## config.mk

```make
export PLATFORM = sky130hd
export DESIGN_NAME = clk_monitor
export DESIGN_NICKNAME = d
export VERILOG_FILES = /design/src/rtl/clk_monitor.sv
export SDC_FILE = /design/constraint.sdc
export NUM_CORES = 1
export LEC_CHECK = 0
export BUFFER_PORTS_ARGS = -buffer_cell sky130_fd_sc_hd__buf_2
export CAP_MARGIN = 20
export CORE_AREA = 2 2 74 76
export CTS_CLUSTER_SIZE = 30
export DETAILED_ROUTE_END_ITERATION = 16
export DIE_AREA = 0 0 76 78
export PLACE_DENSITY = 0.81
export SLEW_MARGIN = 20
export SYNTH_ARGS = -nofsm -noshare
export SYNTH_HDL_FRONTEND = slang
export SYNTH_SLANG_ARGS = --single-unit
```

## constraint.sdc

```tcl
create_clock -name clock_in -period 5.8 [get_ports clock_in]
set_input_delay 0.29 -clock clock_in [delete_from_list [all_inputs] [get_ports clock_in]]
set_output_delay 0.29 -clock clock_in [all_outputs]
set_load 0.02 [all_outputs]
```

## src/rtl/clk_monitor.sv

```systemverilog
// Slow-clock monitor: synchronizes sig_in, measures period/high time in clock_in cycles.
// Optional duty measurement enabled by defining CLK_MON_DUTY_EN.
module clk_monitor #(
    parameter int unsigned      CNT_W       = 28,
    parameter logic [CNT_W-1:0] TIMEOUT     = 28'd1000,
    parameter int unsigned      SYNC_STAGES = 2
) (
    input  logic             clock_in,
    input  logic             rst,
    input  logic             sig_in,
    input  logic             ack,
    output logic [CNT_W-1:0] period_out,
    output logic [CNT_W-1:0] high_out,
    output logic             valid,
    output logic             rise_pulse,
    output logic             lost,
    output logic             overrun
);

    typedef enum logic [1:0] {
        S_IDLE,
        S_MEASURE,
        S_LOST
    } state_e;

    localparam logic [CNT_W-1:0] CNT_LAST = TIMEOUT - CNT_W'(1);

    state_e state_q, state_d;

    logic [SYNC_STAGES-1:0] sync_q, sync_d;
    logic             s_prev_q, s_prev_d;
    logic             s_sync;
    logic             rise;
    logic             capture;
    logic [CNT_W-1:0] cnt_q, cnt_d;
    logic [CNT_W-1:0] period_q, period_d;
    logic             valid_q, valid_d;
    logic             lost_q, lost_d;
    logic             overrun_q, overrun_d;

    assign s_sync = sync_q[SYNC_STAGES-1];
    assign rise   = s_sync & ~s_prev_q;

    always_ff @(posedge clock_in) begin
        if (rst) begin
            state_q <= S_IDLE;
        end else begin
            state_q <= state_d;
        end
    end

    always_comb begin
        state_d = state_q;
        unique case (state_q)
            S_IDLE:    if (rise) state_d = S_MEASURE;
            S_MEASURE: if (!rise && cnt_q == CNT_LAST) state_d = S_LOST;
            S_LOST:    if (rise) state_d = S_MEASURE;
            default:   state_d = S_IDLE;
        endcase
    end

    always_comb begin
        sync_d   = {sync_q[SYNC_STAGES-2:0], sig_in};
        s_prev_d = s_sync;
        capture  = rise && (state_q == S_MEASURE);

        // Saturate at the last legal count; the FSM leaves MEASURE there
        cnt_d = cnt_q;
        if (rise) begin
            cnt_d = '0;
        end else if (cnt_q != CNT_LAST) begin
            cnt_d = cnt_q + CNT_W'(1);
        end

        period_d = capture ? cnt_q + CNT_W'(1) : period_q;

        valid_d = valid_q;
        if (capture) begin
            valid_d = 1'b1;
        end else if (valid_q && ack) begin
            valid_d = 1'b0;
        end

        overrun_d = overrun_q | (capture & valid_q);

        lost_d = lost_q;
        if (state_q == S_MEASURE && !rise && cnt_q == CNT_LAST) begin
            lost_d = 1'b1;
        end else if (state_q == S_LOST && rise) begin
            lost_d = 1'b0;
        end
    end

    always_ff @(posedge clock_in) begin
        if (rst) begin
            sync_q    <= '0;
            s_prev_q  <= 1'b0;
            cnt_q     <= '0;
            period_q  <= '0;
            valid_q   <= 1'b0;
            lost_q    <= 1'b0;
            overrun_q <= 1'b0;
        end else begin
            sync_q    <= sync_d;
            s_prev_q  <= s_prev_d;
            cnt_q     <= cnt_d;
            period_q  <= period_d;
            valid_q   <= valid_d;
            lost_q    <= lost_d;
            overrun_q <= overrun_d;
        end
    end

`ifdef CLK_MON_DUTY_EN
    logic [CNT_W-1:0] hcnt_q, hcnt_d;
    logic [CNT_W-1:0] high_q, high_d;

    // The rise cycle itself is high, so a new period starts at one
    always_comb begin
        hcnt_d = hcnt_q;
        if (rise) begin
            hcnt_d = CNT_W'(1);
        end else if (s_sync && hcnt_q != TIMEOUT) begin
            hcnt_d = hcnt_q + CNT_W'(1);
        end
        high_d = capture ? hcnt_q : high_q;
    end

    always_ff @(posedge clock_in) begin
        if (rst) begin
            hcnt_q <= '0;
            high_q <= '0;
        end else begin
            hcnt_q <= hcnt_d;
            high_q <= high_d;
        end
    end

    assign high_out = high_q;
`else
    assign high_out = '0;
`endif

    assign period_out = period_q;
    assign valid      = valid_q;
    assign lost       = lost_q;
    assign overrun    = overrun_q;
    assign rise_pulse = rise & ~rst;

endmodule
```

==> implementation parameters <==
Parameter                              Value

Timing
  Hold Vio Cnt, Final    0
  Post-route clock skew    5.258 ps
  RSZ-0062 raised after global routing    false
  Number of setup violations in the final report    0
  Fin. max-slew vios    0
  Share of the clock period used by the worst path after layout    about two fifths
  Actual transition at the worst max-transition pin    slightly above 700 ps
  Aggregate negative setup slack    0 ps
  Fmax    425.2 MHz
  Least setup slack across all paths after layout    3448 ps
  Final Critical Period    2352 ps
  Worst relative slew slack    52.26%
  WHS    between 150 and 200 ps

Placement
  Weighted congestion reported at the end of routability-driven placement    between 0.9 and 1
  Port Buf Inserts    35
  Dpl hpwl    3853 um
  Placement Setup Slack    3491 ps

Global routing
  Via count of the first global-routing pass    1978
  Maximum number of pins on one net before global-route repair    37
  Overall fraction of global-route tracks in use    19.50%
  Number of antenna violations at the first check in global routing    0
  Global-route wire length before repair    about 9000 um
  Grt ovf    0

Route
  Vias per Instance    5.365
  Final Routed Wirelength    5474 um
  Remaining antenna violation count after routing    0
  Number of vias after detailed routing    2248
  WL/cell    13.06 um
  Number of search-and-repair iterations in the first detailed-routing pass    4
  Number of DRC markers in iteration 0    ~130
  DRC violation count after routing    0

Pwr
  Total design power    approximately 0.80 mW
  Sequential cell fraction of total power    56.4%
  Net load switching power    0.1898 mW
  Portion of total power attributed to combinational logic    5.6%
  Worst IR Drop VDD    0.0001849 V
  Leakage Power    1.113 nW
  PD cells    between 200 and 300 mW/mm^2
  Cell internal power dissipation    0.6073 mW
  Clock share of power    38.0%
  Switch share    23.81%

Synthesis
  #FFs+latches synth    64
  Register area share after synthesis    45.37%
  Post-synthesis instance total    315
  Total number of yosys warnings    0
  Post-synth EDFFs    0
  Commonest register cell after synthesis    sky130_fd_sc_hd__dfxtp_1
  Total standard cell area after synthesis    0.002824 mm^2
  Number of different library cells in the post-synthesis netlist    40
  Fraction of registers with async set/reset    0%
  Mean instance size in the synthesized netlist    8.965 um^2

Finish
  Final net count    350
  Post-synthesis to final-layout area growth    8.817%
  Share of post-route cells with drive strength above 1    between 10% and 20%
  Commonest non-fill, non-tap cell in the layout    sky130_fd_sc_hd__dfxtp_1
  Most frequent cells in the layout    sky130_fd_sc_hd__dfxtp_1 (64), sky130_fd_sc_hd__nor2_1 (46), sky130_fd_sc_hd__buf_2 (35)
  Number of diodes    0
  Fillcell total    468

Setup path
  Crit Path Class    reg2reg
  Chain of cells forming the critical path    ha_1, nand4_2, or3_1, or4_1, a311oi_1
  Crit path launch type    flop
  Slowest cell on the critical path    sky130_fd_sc_hd__or4_1
  Longest individual stage delay on the worst path    between 500 and 600 ps
  Worst Path Arrival    2600 ps
  Worst setup EP type    flop
  Worst-path fanout max    11
  Required @ worst endpoint    6050 ps

Floorplan
  Starting Density    56.00%
  Core footprint    between 0.005 and 0.006 mm^2
  Std cell rows    26
  Width of the die    76 um
  Total Die Area    0.005928 mm^2
  Number of ports placed on the die boundary    64
  Die height    slightly below 80 um

Clock tree
  Post-CTS setup buffer count    0
  Library cell used as clock root buffer    sky130_fd_sc_hd__clkbuf_8
  Worst-skew pair later-pin latency    340 ps
  Count of H-tree levels built during CTS    3
  Hold Buf Count CTS    0
  Sinks on the clock net    64
  Clock tree from TritonCTS    done
  Clock-pin slew reported for the worst setup and hold paths after clock tree synthesis    ~60 ps
  Number of CTS-inserted buffers    9
  Number of buffers on the longest clock path    2
  Post-CTS sizing    0

Outcome
  Outcome    finished, final reports clean

Job
  Max-Cap Viols    0

Hold path
  Hold Path Class    in2reg
## power groups by stage
stage                     clock network, mW  registers [mW]  logic, mW
after global placement                    0           0.459     0.0442
after CTS                             0.312           0.449     0.0447
after global routing                  0.329           0.450     0.0489
after detailed placement                  0           0.459     0.0446
after floorplan                           0           0.462     0.0485
final                                 0.303           0.450     0.0447
## per-layer routing
metal	vias to the layer above	wire length, um	part of all wire [%]	track usage, %
li1	1150	-	-	-
met1	1032	2523	46	23.72
met2	56	2586	47	30.98
met3	10	284	5.2	5.814
met4	0	79	1.4	10.91
met5	-	0	0	0
## synthesized netlist by cell type (all sizes together) (5+ instances only)
cell type  count  area [um^2]
a211oi        15        112.6
a21oi         18        90.09
a311oi        11        96.34
buf           30        226.5
clkbuf        15        56.30
dfxtp         64         1281
inv            5        18.76
nand2          9        33.78
nand3         11        60.06
nand4         10        75.07
nor2          46        172.7
nor3           5        25.02
nor4           6        37.54
o21ai          6        30.03
o31ai          8        60.06
or4            9        75.07
xnor2         12        105.1
## metrics by stage
stage,std cells,area (um^2),utilization [%]
floorplan,342,2925,-
global placement,404,2925,58.01
detailed placement,404,2925,58.01
CTS,419,3073,60.94
global route,419,3073,60.94
finish,419,3073,60.94
## area by class of cell
| type | instances | area, um^2 | share of cell area [%] |
|---|---|---|---|
| Clock inverter | 1 | 5.005 | 0.1629 |
| Tap cell | 70 | 87.58 | 2.850 |
| Inverter | 5 | 18.77 | 0.6107 |
| Clock buffer | 14 | 142.6 | 4.642 |
| Timing Repair Buffer | 37 | 190.2 | 6.189 |
| Multi-Input combinational cell | 228 | 1348 | 43.85 |
| Sequential cell | 64 | 1281 | 41.69 |
## sequential cells by signal, summed over array words and instances (netlist names)
| name | flops |
|---|---|
| cnt_q | 28 |
| state_q | 2 |
| overrun | 1 |
| s_prev_q | 1 |
| lost | 1 |
| sync_q | 2 |
| valid | 1 |
| period_out | 28 |
## final timing paths
| path | cells after the start | end | slack, ps | from |
|---|---|---|---|---|
| setup / recovery | 5 | period_out[26]$_SDFFE_PP0N_ | 3450 | cnt_q[0]$_SDFFE_PP0N_ |
| hold / removal | 2 | sync_q[0]$_SDFF_PP0_ | 170 | sig_in |
| setup reg to reg | 5 | period_out[26]$_SDFFE_PP0N_ | 3450 | cnt_q[0]$_SDFFE_PP0N_ |
| hold reg to reg | 1 | sync_q[1]$_SDFF_PP0_ | 440 | sync_q[0]$_SDFF_PP0_ |
## worst max-delay path: cells and delay by family (launching register included)
kind | cells | cell delay (ps)
adder cells (fa/ha/maj) | 1 | 270
flip-flops | 1 | 410
AO/OA/AOI/OAI | 1 | 260
AND/OR/NAND/NOR | 3 | 1340
## cell families (layout without fill, tap and decap cells)
family,Yosys count,count (layout),synth area share [%]
AOI/OAI and AO/OA,61,61,14.62
xor gates and xnor gates,15,15,4.652
adders and majority gates,1,1,0.4430
buffers and inverters,50,57,10.68
DFF,64,64,45.37
muxes,2,2,0.7089
other,1,28,0.1328
and+or+nand+nor,121,121,23.39
Note: power is estimated with default switching activity, not from simulation.
